$ cat src/rtl/hazard_ctrl_pkg.sv
// Shared pipeline-control definitions for the 5-stage RV32I core.
// Holds the forwarding-select encodings, the hazard FSM state encoding and
// the register-index width used by the hazard controller and its helpers.
package hazard_ctrl_pkg;

  localparam int REG_W = 5;

  // Forwarding mux select encodings for EX operands.
  localparam logic [1:0] FWD_RF  = 2'b00;
  localparam logic [1:0] FWD_WB  = 2'b01;
  localparam logic [1:0] FWD_MEM = 2'b10;

  typedef enum logic [1:0] {
    ST_RUN      = 2'd0,
    ST_LU_STALL = 2'd1,
    ST_FREEZE   = 2'd2
  } state_e;

endpackage

$ cat src/rtl/hazard_ctrl_fwd_unit.sv
// Combinational forwarding compare for one source operand.
// Ports:
//   rs_i        source register index being read
//   rd_mem_i    destination index of the MEM-stage instruction
//   regw_mem_i  MEM-stage instruction writes the register file
//   rd_wb_i     destination index of the WB-stage instruction
//   regw_wb_i   WB-stage instruction writes the register file
//   sel_o       FWD_MEM, FWD_WB or FWD_RF (MEM has priority as the younger result)
module hazard_ctrl_fwd_unit
  import hazard_ctrl_pkg::*;
(
  input  logic [REG_W-1:0] rs_i,
  input  logic [REG_W-1:0] rd_mem_i,
  input  logic             regw_mem_i,
  input  logic [REG_W-1:0] rd_wb_i,
  input  logic             regw_wb_i,
  output logic [1:0]       sel_o
);

  // x0 is hardwired to zero, so a write to it is never forwarded.
  always_comb begin
    sel_o = FWD_RF;
    if (regw_mem_i && (rd_mem_i != '0) && (rd_mem_i == rs_i)) begin
      sel_o = FWD_MEM;
    end else if (regw_wb_i && (rd_wb_i != '0) && (rd_wb_i == rs_i)) begin
      sel_o = FWD_WB;
    end
  end

endmodule

$ cat src/rtl/hazard_ctrl.sv
// Pipeline hazard controller: stall/hold/flush for PC, IF/ID and ID/EX,
// EX operand forwarding, multi-bubble load-use stalls, data-memory freeze,
// and saturating stall/flush event counters.
// Ports:
//   clk, reset (async, active low)
//   rs1_d/rs2_d/use_rs1_d/use_rs2_d   decode-stage source usage
//   rs1_ex/rs2_ex/rd_ex/load_ex       execute-stage operands and load flag
//   rd_mem/RegW_en_mem, rd_wb/RegW_en_wb  younger writers for forwarding
//   PC_sel_ex  taken redirect from EX;  mem_busy  freeze whole pipe
//   stall_f/stall_d/hold_e/flush_d/flush_e  pipeline register controls
//   fwd_a_sel/fwd_b_sel  EX operand forwarding selects
//   stall_cnt/flush_cnt  saturating event counters
//   dbg_state  current FSM state
// Handshake: none; all control is same-cycle combinational from state and inputs.
module hazard_ctrl
  import hazard_ctrl_pkg::*;
#(
  parameter int unsigned LOAD_BUBBLES = 1,
  parameter int unsigned CNT_W        = 32
) (
  input  logic             clk,
  input  logic             reset,
  input  logic [REG_W-1:0] rs1_d,
  input  logic [REG_W-1:0] rs2_d,
  input  logic             use_rs1_d,
  input  logic             use_rs2_d,
  input  logic [REG_W-1:0] rs1_ex,
  input  logic [REG_W-1:0] rs2_ex,
  input  logic [REG_W-1:0] rd_ex,
  input  logic             load_ex,
  input  logic [REG_W-1:0] rd_mem,
  input  logic             RegW_en_mem,
  input  logic [REG_W-1:0] rd_wb,
  input  logic             RegW_en_wb,
  input  logic             PC_sel_ex,
  input  logic             mem_busy,
  output logic             stall_f,
  output logic             stall_d,
  output logic             hold_e,
  output logic             flush_d,
  output logic             flush_e,
  output logic [1:0]       fwd_a_sel,
  output logic [1:0]       fwd_b_sel,
  output logic [CNT_W-1:0] stall_cnt,
  output logic [CNT_W-1:0] flush_cnt,
  output logic [1:0]       dbg_state
);

  localparam logic [2:0]       LB_M1   = 3'(LOAD_BUBBLES - 1);
  localparam logic [CNT_W-1:0] CNT_ONE = CNT_W'(1);

  state_e           state_q, state_d, ret_state_q, ret_state_d, eff_state;
  logic [2:0]       cnt_q, cnt_d, ret_cnt_q, ret_cnt_d, eff_cnt;
  logic [CNT_W-1:0] stall_cnt_q, stall_cnt_d, flush_cnt_q, flush_cnt_d;
  logic             stall_c, hold_c, flush_d_c, flush_e_c;
  logic             hazard_lu;

  hazard_ctrl_fwd_unit u_fwd_a (
    .rs_i(rs1_ex), .rd_mem_i(rd_mem), .regw_mem_i(RegW_en_mem),
    .rd_wb_i(rd_wb), .regw_wb_i(RegW_en_wb), .sel_o(fwd_a_sel)
  );

  hazard_ctrl_fwd_unit u_fwd_b (
    .rs_i(rs2_ex), .rd_mem_i(rd_mem), .regw_mem_i(RegW_en_mem),
    .rd_wb_i(rd_wb), .regw_wb_i(RegW_en_wb), .sel_o(fwd_b_sel)
  );

  assign hazard_lu = load_ex && (rd_ex != '0) &&
                     ((use_rs1_d && (rs1_d == rd_ex)) || (use_rs2_d && (rs2_d == rd_ex)));

  always_comb begin
    // Leaving FREEZE acts in the same cycle as the restored state.
    eff_state = state_q;
    eff_cnt   = cnt_q;
    if ((state_q == ST_FREEZE) && !mem_busy) begin
      eff_state = ret_state_q;
      eff_cnt   = ret_cnt_q;
    end
    state_d     = eff_state;
    cnt_d       = eff_cnt;
    ret_state_d = ret_state_q;
    ret_cnt_d   = ret_cnt_q;
    stall_c     = 1'b0;
    hold_c      = 1'b0;
    flush_d_c   = 1'b0;
    flush_e_c   = 1'b0;

    if (mem_busy) begin
      stall_c = 1'b1;
      hold_c  = 1'b1;
      // Capture the return point only on entry; later busy cycles keep it.
      if (state_q != ST_FREEZE) begin
        ret_state_d = state_q;
        ret_cnt_d   = cnt_q;
      end
      state_d = ST_FREEZE;
      cnt_d   = cnt_q;
    end else if (PC_sel_ex) begin
      // Redirect kills the stalled decode instruction, so the stall is moot.
      flush_d_c = 1'b1;
      flush_e_c = 1'b1;
      state_d   = ST_RUN;
      cnt_d     = '0;
    end else begin
      case (eff_state)
        ST_LU_STALL: begin
          stall_c   = 1'b1;
          flush_e_c = 1'b1;
          if (eff_cnt == 3'd1) begin
            state_d = ST_RUN;
            cnt_d   = '0;
          end else begin
            cnt_d = eff_cnt - 3'd1;
          end
        end
        default: begin
          if (hazard_lu) begin
            stall_c   = 1'b1;
            flush_e_c = 1'b1;
            if (LOAD_BUBBLES > 1) begin
              state_d = ST_LU_STALL;
              cnt_d   = LB_M1;
            end
          end
        end
      endcase
    end
  end

  // Reset forces the controls low combinationally, not just at the next edge.
  assign stall_f = reset & stall_c;
  assign stall_d = reset & stall_c;
  assign hold_e  = reset & hold_c;
  assign flush_d = reset & flush_d_c;
  assign flush_e = reset & flush_e_c;

  assign stall_cnt_d = (stall_f && (stall_cnt_q != '1)) ? stall_cnt_q + CNT_ONE : stall_cnt_q;
  assign flush_cnt_d = (flush_d && (flush_cnt_q != '1)) ? flush_cnt_q + CNT_ONE : flush_cnt_q;

  always_ff @(posedge clk or negedge reset) begin
    if (!reset) begin
      state_q     <= ST_RUN;
      cnt_q       <= '0;
      ret_state_q <= ST_RUN;
      ret_cnt_q   <= '0;
      stall_cnt_q <= '0;
      flush_cnt_q <= '0;
    end else begin
      state_q     <= state_d;
      cnt_q       <= cnt_d;
      ret_state_q <= ret_state_d;
      ret_cnt_q   <= ret_cnt_d;
      stall_cnt_q <= stall_cnt_d;
      flush_cnt_q <= flush_cnt_d;
    end
  end

  assign stall_cnt = stall_cnt_q;
  assign flush_cnt = flush_cnt_q;
  assign dbg_state = state_q;

endmodule
$ cat config.mk
export PLATFORM = sky130hd
export DESIGN_NAME = hazard_ctrl
export DESIGN_NICKNAME = d
export VERILOG_FILES = /design/src/rtl/hazard_ctrl_pkg.sv /design/src/rtl/hazard_ctrl_fwd_unit.sv /design/src/rtl/hazard_ctrl.sv
export SDC_FILE = /design/constraint.sdc
export NUM_CORES = 1
export LEC_CHECK = 0
export CAP_MARGIN = 20
export CORE_AREA = 2 2 92 94
export CTS_CLUSTER_DIAMETER = 80
export CTS_CLUSTER_SIZE = 25
export DETAILED_ROUTE_END_ITERATION = 12
export DIE_AREA = 0 0 94 96
export PLACE_DENSITY_LB_ADDON = 0.25
export SYNTH_ARGS = -nofsm -noshare
export SYNTH_HDL_FRONTEND = slang
export SYNTH_SLANG_ARGS = --single-unit
$ cat constraint.sdc
create_clock -name clk -period 3.4 [get_ports clk]
set_input_delay 0.68 -clock clk [delete_from_list [all_inputs] [get_ports clk]]
set_output_delay 0.68 -clock clk [all_outputs]
set_load 0.05 [all_outputs]
==> impl_metrics.tcl <==
set metrics [dict create \
    status "finished, final reports clean" \
    dpl_cell_area_um2 5420 \
    hold_path_class "flip-flop to flip-flop" \
    highest_layer "met4" \
    num-fill-cells 650 \
    routedWlPerCell_um 15.1 \
    synth_compound_area_share_pct 4.86 \
    core_um2 8050 \
    antenna_found_initial 0 \
    rows 33 \
    drive_above_1_share_pct 10.6 \
    max-cap-violations 0 \
    p_per_area_nw_per_um2 395 \
    startpoint "rd_wb[3]" \
    seq_area_um2 1850 \
    htreeDepth 3 \
    dpl.hpwl_um 7140 \
    reg2reg_from "stall_cnt[0]$_DFFE_PN0P_" \
    antenna_cells 0 \
    numClockSinks 74 \
    worstPathRequired_ns 2.72 \
    ys_ff_latch 74 \
    syn2layout_area_growth_pct 37.3 \
    clkLatencyLatePin_ns 0.34 \
    fin_nets 564 \
    dieArea_um2 9020 \
    power.leakage_nw 2.35 \
    hp-start "flush_cnt[27]$_DFFE_PN0P_" \
    cts_tree "built" \
    cts_root_buf "clkbuf_8" \
    viasPerCell 5.53 \
    worst_pin_slew_ns 0.924 \
    critical_path_class "input pin to output pin" \
    vdd_ir_drop_max_uv 212 \
    initial_utilization_pct 50.5 \
    pwr-share-comb_pct 27.4 \
    clockBufferDepth 2 \
    seqPwrFrac_pct 46.5 \
    hold_viol 0 \
    wl_met1_um 4090 \
    multi_input_area_um2 2130 \
    netlist_area_um2 4060 \
    synth-edff-count 0 \
    drtIter0Drc 134 \
    wl_um 9410 \
    grt_start_max_net_pins 75 \
    synth_seq_area_share_pct 45.6 \
    finalNonFillerCells 625 \
    die_x_um 94 \
    drt_pass1_iterations 4 \
    overflow 0 \
    worst_setup_path_start_kind "input pin" \
    syn-num-nets 436 \
    cts_hold_buf 0 \
    grt_pass1_vias 3324 \
    synthSimpleGateAreaFrac_pct 23.8 \
    path_clk_slew_ns 0.08 \
    finalSetupTns_ns 0 \
    wl_met2_um 4650 \
    period_share_pct 96.0 \
    maxSlewViolCount 0 \
    cts_setup_buffers 0 \
    avgSynthCellArea_um2 10.5 \
    path_max_fanout 3 \
    ys_types 52 \
    arrival_ns 2.58 \
    grt_usage_pct 21.8 \
    max_freq_ghz 0.306 \
    switchingPower_w 0.000768 \
    pwr-share-clk_pct 26.1 \
    fin_util_pct 69.3 \
    drc 0 \
    rsz0062_at_grt "no" \
    finalClockSkew_ns 0.00749 \
    final_antenna_net_count 0 \
    gp_congestion 0.857 \
    cp-end-kind "output pin" \
    relSlewSlack_pct 38.4 \
    synth_top_family_by_area "simple AND/OR/NAND/NOR gates" \
    synthAdderAreaFrac_pct 1.23 \
    swShare_pct 34.9 \
    route.met3.wl_um 571 \
    vias 3456 \
    grt_first_pass_wirelength_um 15600 \
    dieHeight_um 96 \
    synth_xor_area_share_pct 19.8 \
    setup_viol 0 \
    synthMuxAreaShare_pct 1.94 \
    portBuffers 118 \
    ys.flop_type "dfrtp_1" \
    placedCellCount 610 \
    synth_cells 388 \
    ioPinCount 119 \
    finalInstanceArea_um2 5580 \
    synth-async-reset-ratio_pct 100 \
    numCtsBuffers 9 \
    cts-resized-gates 0 \
    min_period_ns 3.26 \
    p_int_w 0.00143 \
    yosysWarningCount 0 \
]
## layout by cell type, fill, tap and decap left out, drive strengths merged, types with 2 or more instances in the layout
cell             n
or3              2
xor2            39
o31ai            2
nand4           18
nor4            13
o21ai            8
or4              6
ha               4
a41oi            2
nor3            14
and2             4
mux2             4
a22o             3
a21oi            3
and4             7
nand2           25
clkinv           4
clkdlybuf4s50  108
nor2            13
nand3b           5
clkbuf           9
buf             20
nand3           37
xnor2           53
dfrtp           74
mux2i            3
nor2b            2
inv              8
and3            15
a32oi            2
clkinvlp         2
## cell families (layout without fill, tap and decap cells)
logic type,count (synthesis),count (layout)
adders and majority gates,4,4
buffers and inverters,19,151
AOI/OAI and AO/OA,25,25
DFF,74,74
and+or+nand+nor,167,167
xor gates and xnor gates,92,92
muxes,7,7
## layer usage
layer,GRT usage (%),vias to the layer above
li1,-,1636
met2,35.5,114
met3,6.81,11
met1,28.5,1695
met4,5.31,0
met5,0,-
## power groups by stage
stage	Combinational (W)	Clock (W)	Sequential [W]
final	0.000604	0.000575	0.00102
after global routing	0.000644	0.000627	0.00103
after CTS	0.000610	0.000587	0.00102
after detailed placement	0.000608	0	0.00104
after global placement	0.000600	0	0.00104
after floorplan	0.000163	0	0.00122
## final timing paths
kind | endpoint | slack, ns | depth (start not counted)
setup / recovery | fwd_a_sel[0] | 0.14 | 6
hold / removal | flush_cnt[27]$_DFFE_PN0P_ | 0.49 | 1
setup reg to reg | stall_cnt[1]$_DFFE_PN0P_ | 0.84 | 7
hold reg to reg | flush_cnt[27]$_DFFE_PN0P_ | 0.49 | 1
max in group asynchronous | stall_cnt[9]$_DFFE_PN0P_ | 2.19 | 2
min in group asynchronous | flush_cnt[25]$_DFFE_PN0P_ | 0.60 | 2
## stage by stage
stage	hold WS [ns]	power (W)	setup slack, ns
after detailed placement	0.485	0.00165	0.136
after floorplan	0.384	0.00139	0.138
after global routing	0.514	0.00230	0.0550
after CTS	0.494	0.00222	0.134
final	0.492	0.00220	0.136
after global placement	0.475	0.00164	0.172
## critical path: stages
cell,delay (ns)
clkdlybuf4s50_1,0.54
or4_1,0.13
o21ai_0,0.07
or4_1,0.55
nor4_2,0.42
buf_12,0.19
## cell usage after synthesis, types with 3 or more instances
cell type | instances | share of area (%)
and4_1 | 7 | 1.5
ha_1 | 4 | 1.2
xor2_1 | 39 | 8.4
xnor2_1 | 53 | 11
nand4_1 | 18 | 2.8
o21ai_0 | 6 | 0.74
dfrtp_1 | 74 | 46
and3_1 | 15 | 2.3
inv_1 | 8 | 0.74
clkbuf_1 | 3 | 0.28
nand3_1 | 37 | 4.6
nand3b_1 | 5 | 0.92
nand2_1 | 24 | 2.2
and2_1 | 3 | 0.46
buf_6 | 4 | 1.1
nor3_1 | 12 | 1.5
nor4_1 | 11 | 1.7
mux2_2 | 3 | 0.83
or4_1 | 5 | 0.92
nor2_1 | 13 | 1.2
a21oi_1 | 3 | 0.37
a22o_1 | 3 | 0.65
mux2i_1 | 3 | 0.74
## state kept, by name (all words and copies together) (netlist names)
signal       cells
cnt_q            3
dbg_state        2
flush_cnt       32
ret_cnt_q        3
ret_state_q      2
stall_cnt       32
## cell type report
class                           instances  area share (%)
Clock inverter                          6           0.628
Tap cell                              105            2.35
Inverter                                8           0.538
Sequential cell                        74            33.2
Timing Repair Buffer                  128            23.0
Clock buffer                            9            2.22
Multi-Input combinational cell        295            38.1
(Power assumes the default switching activity.)
==> RTL change 1: new RTL, same settings <==
The package constant `REG_W` goes from 5 to 10.
--- a/src/rtl/hazard_ctrl_pkg.sv
+++ b/src/rtl/hazard_ctrl_pkg.sv
@@ -3,7 +3,7 @@
 // the register-index width used by the hazard controller and its helpers.
 package hazard_ctrl_pkg;
 
-  localparam int REG_W = 5;
+  localparam int REG_W = 10;
 
   // Forwarding mux select encodings for EX operands.
   localparam logic [1:0] FWD_RF  = 2'b00;
Ports: changed (7 resized); port bits go from 119 to 154. The function was not compared with the original's and may differ.
==> RTL change 1 against the unedited design <==
Count of clock-buffer cells in the layout stayed put; cell area is 14% higher; sequential cell count stayed put; maximum frequency is 2.9% lower; wire length is 24% higher; total power is 14% higher; setup slack worse by 99 ps; area after synthesis is 6.9% higher; critical endpoint unchanged.
==> RTL change 1: results (changes against the unedited design) <==
[grt]
grt_pass1_vias = 4085  ; was 3324
globalRouteTotalUtil_pct = 26.8  ; was 21.8%
antenna_found_initial = 0  ; unchanged
grt_max_degree = 41  ; was 75
grt_first_pass_wirelength_microns = 18900  ; was 15600 microns

[synth]
avgSynthCellArea_sq_um = 10.5  ; about the same
synthFlopType = dfrtp_1  ; unchanged
synth.area.top_cells = dfrtp_1 (43%), xnor2_1 (14%), xor2_1 (11%)  ; was dfrtp_1 (46%), xnor2_1 (11%), xor2_1 (8.4%)
synth_commonest_cells = dfrtp_1 (74), xnor2_1 (67), xor2_1 (56), nand3_1 (33), nor2_1 (22)  ; was dfrtp_1 (74), xnor2_1 (53), xor2_1 (39), nand3_1 (37), nand2_1 (24)
ys_warn_count = 0  ; unchanged
seq_area_frac_synth_pct = 42.6  ; was 45.6%
synth.distinct_cells = 55  ; was 52
async_reset_ff_share_pct = 100  ; unchanged
synth_nets = 498  ; was 436

[cts]
cts_setup_buffers = 0  ; unchanged
cts_buffer_depth = 2  ; unchanged
clk_latency_ps = 340  ; about the same
htree_levels = 3  ; unchanged
cts_hold_buf = 0  ; unchanged
cts_buffers = 9  ; unchanged
cts-root-buf = clkbuf_8  ; unchanged
clk_pin_slew_ps = 90

[drt]
wl_met1_microns = 4650  ; was 4090 microns
vias = 3879  ; was 3456
met3_length_microns = 792  ; was 571 microns
dr_wl_met2_microns = 5910  ; was 4650 microns
top_layer = met4  ; unchanged
wl_per_cell_microns = 16.8  ; was 15.1 microns
firstDrtPassIters = 5  ; was 4
wl_microns = 11700  ; was 9410 microns
drt_iter0_drc = 156  ; was 134

[worst_setup_path]
slowest_stage = or4_1  ; unchanged
crit_fanout = 2  ; was 3
crit_family = simple AND/OR/NAND/NOR gates  ; unchanged
cp.arrival_ps = 2680  ; was 2580 ps
max_stage_delay_ps = 600  ; was 550 ps

[timing]
tightest_slew_ps = 782  ; was 924 ps
clock_skew_ps = 11.6  ; was 7.49 ps

[placement]
place.gp.congestion = 0.954  ; was 0.857
pre_cts_ws_ps = -41.7  ; was 136 ps
hpwlAfterDp_microns = 9210  ; was 7140 microns
port_buffers = 153  ; was 118
dp_cells = 679  ; was 610
dpl-instance-area_sq_mm = 0.00608  ; was 0.00542 sq mm

[final_layout]
drive_above_1_share_pct = 12.0  ; was 10.6%
fillers = 550  ; was 650
nets = 668  ; was 564
diodes = 0  ; unchanged

[power]
peakVddDrop_mv = 0.346  ; was 0.212 mV
total_leakage_power_nw = 2.81  ; was 2.35 nW

[worst_hold_path]
hold_class = input port to async pin  ; was flop to flop

[outcome]
outcome = completed  ; unchanged

## RTL change 1: cell count changes after synthesis, sizes merged, moves of 4 or more
cell,delta
nand3b,-4
nand2,-4
inv,+4
o21ai,-5
xnor2,+14
nand3,-4
xor2,+17
nor2,+13
nand4,+6
buf,-4
## RTL change 1: area by class of cell
type                       instances  area (sq um)  share of cell area, %
timing repair buffer             164          1650                   26.1
clock buffer                       9           124                   1.96
sequential                        74          1850                   29.2
clock inverter                     7           100                   1.58
multi-input combinational        324          2430                   38.4
inverter                          12          45.0                  0.711
tap                              105           131                   2.07
## RTL change 1: per-layer routing
layer  track usage [%]  vias to the layer above
li1                  -                     1796
met1              31.5                     1878
met2              46.7                      173
met3              6.81                       32
met4              11.6                        0
met5                 0                        -
## RTL change 1: where the power goes
part / switching (mW) / internal, mW
combinational: 0.410 / 0.298
clock: 0.342 / 0.420
sequential: 0.0917 / 0.940
## RTL change 1: final timing paths
path / cells after the start / end / slack [ps] / start
setup / recovery: 7 / fwd_a_sel[0] / 40 / rd_mem[7]
hold / removal: 1 / cnt_q[2]$_DFFE_PN0N_ / 190 / reset
setup reg to reg: 7 / stall_cnt[29]$_DFFE_PN0P_ / 990 / dbg_state[0]$_DFF_PN0_
hold reg to reg: 1 / flush_cnt[12]$_DFFE_PN0P_ / 500 / flush_cnt[12]$_DFFE_PN0P_
max in group asynchronous: 2 / stall_cnt[3]$_DFFE_PN0P_ / 2450 / reset
min in group clk: 1 / flush_cnt[12]$_DFFE_PN0P_ / 500 / flush_cnt[12]$_DFFE_PN0P_
## RTL change 1: cell families after synthesis
family | synth area share (%)
fa+ha+maj | 1.15
mux | 1.99
simple gates | 23.9
xor+xnor | 24.8
flops | 42.6
compound gates | 3.51
buf+inv | 2.02
## RTL change 1: repair_timing
item,CTS,global route
setup endpoints to repair,2,4
gates resized for setup,1,3
hold endpoints to repair,0,0
==> RTL change 2: new RTL, same settings <==
Without the edit above. Register the output `flush_cnt` once more; this adds one clock of latency there. The other outputs are not delayed to match.
--- a/src/rtl/hazard_ctrl.sv
+++ b/src/rtl/hazard_ctrl.sv
@@ -156,7 +156,9 @@
   end
 
   assign stall_cnt = stall_cnt_q;
-  assign flush_cnt = flush_cnt_q;
+  always_ff @(posedge clk) begin
+    flush_cnt <= flush_cnt_q;
+  end
   assign dbg_state = state_q;
 
 endmodule
Behaviour: not the same (Yosys sat finds a counterexample within 4 cycles, from zero or initial values and one cycle with reset low).
==> RTL change 2 against the unedited design <==
Sequential cell count up 32; wire length up 8.6%; register-to-register slack worse by 210 ps; total power up 35%; area after synthesis up 14%; cell area up 11%; core utilization up 7.9 points; setup slack worse by 34 ps; via count up 5.5%; first-iteration DRC count down 23%; cell count up 6.1%; critical endpoint is now fwd_b_sel[0].
==> RTL change 2: results (changes against the unedited design) <==
[outcome]
outcome = completed  ; unchanged

[timing]
slew_headroom_pct = 42.7  ; was 38.4%
clock_skew_ps = 22.0  ; was 7.49 ps

[synth]
synth.area.top_cells = dfrtp_1 (40%), dfxtp_1 (14%), xor2_1 (10%)  ; was dfrtp_1 (46%), xnor2_1 (11%), xor2_1 (8.4%)
synth_compound_area_share_pct = 3.54  ; was 4.86%
synth_nets = 472  ; was 436
synthCells = 424  ; was 388
async_reset_ff_share_pct = 69.8  ; was 100%
synth_mux_area_share_pct = 2.19  ; was 1.94%
synth_commonest_cells = dfrtp_1 (74), xor2_1 (55), nand2_1 (40), xnor2_1 (37), dfxtp_1 (32)  ; was dfrtp_1 (74), xnor2_1 (53), xor2_1 (39), nand3_1 (37), nand2_1 (24)
synthAdderAreaFrac_pct = 1.08  ; was 1.23%
seq_area_frac_synth_pct = 53.9  ; was 45.6%
synth_xor_area_share_pct = 17.4  ; was 19.8%

[placement]
place.gp.congestion = 0.884  ; was 0.857
hpwlAfterDp_microns = 7620  ; was 7140 microns
pre_cts_ws_ps = 73.6  ; was 136 ps

[grt]
grt_first_pass_wirelength_microns = 16600  ; was 15600 microns
grt_max_degree = 70  ; was 75
globalRouteTotalUtil_pct = 23.6  ; was 21.8%

[worst_setup_path]
max_stage_delay_ps = 610  ; was 550 ps
cp.arrival_ps = 2620  ; was 2580 ps

[drt]
wl_microns = 10200  ; was 9410 microns
drt_iter0_drc = 103  ; was 134
wl_per_cell_microns = 15.4  ; was 15.1 microns

[final_layout]
nets = 601  ; was 564
fillers = 551  ; was 650

[cts]
clk_pin_slew_ps = 100  ; was 80 ps
clk_latency_ps = 380  ; was 340 ps

[power]
total_leakage_power_nw = 2.66  ; was 2.35 nW
peakVddDrop_mv = 0.483  ; was 0.212 mV

-- RTL change 2: power by group --
| part | internal (mW) | total, mW | leakage [nW] | switching, mW |
|---|---|---|---|---|
| Sequential | 1.36 | 1.48 | 1.23 | 0.121 |
| Combinational | 0.290 | 0.756 | 1.32 | 0.466 |
| Clock | 0.287 | 0.744 | 0.100 | 0.458 |
| Total | 1.94 | 2.98 | 2.66 | 1.05 |
-- RTL change 2: cells by family after synthesis --
kind of cell,count (synthesis)
adders and majority gates,4
buffers and inverters,18
AOI/OAI and AO/OA,27
DFF,106
and+or+nand+nor,168
muxes,9
xor gates and xnor gates,92
-- RTL change 2: per-stage QoR --
| stage | hold slack, ps | cell area, sq um |
|---|---|---|
| 2_1_floorplan | 368 | 4650 |
| 3_3_place_gp | 380 | 6010 |
| 3_5_place_dp | 382 | 6010 |
| 4_1_cts | 112 | 6210 |
| 5_1_grt | 98.4 | 6220 |
| 6_report | 122 | 6220 |
-- RTL change 2: area by class of cell --
| class | instances | area [sq um] | area share (%) |
|---|---|---|---|
| Clock inverter | 7 | 70.1 | 1.13 |
| Tap cell | 105 | 131 | 2.11 |
| Timing Repair Buffer | 126 | 1270 | 20.4 |
| Multi-Input combinational cell | 300 | 2100 | 33.7 |
| Clock buffer | 9 | 124 | 1.99 |
| Inverter | 10 | 37.5 | 0.604 |
| Sequential cell | 106 | 2490 | 40.1 |
-- RTL change 2: routing by layer --
metal	wire length, microns	global-route usage [%]
met1	4260	29.3
met3	633	5.72
met5	0	0
met4	199	9.30
met2	5130	40.0
-- RTL change 2: worst paths after layout --
check                                        endpoint                         from  cells past startpoint  slack, ps
max in group asynchronous  flush_cnt_q[9]$_DFFE_PN0P_                        reset                      2       2200
min in group clk                flush_cnt[25]$_DFF_P_  flush_cnt_q[25]$_DFFE_PN0P_                      0        400
setup / recovery                         fwd_b_sel[0]                     rd_wb[3]                      6        100
hold / removal                 dbg_state[1]$_DFF_PN0_                        reset                      1        120
hold reg to reg                 flush_cnt[25]$_DFF_P_  flush_cnt_q[25]$_DFFE_PN0P_                      0        400
setup reg to reg             stall_cnt[1]$_DFFE_PN0P_     stall_cnt[0]$_DFFE_PN0P_                      8        630
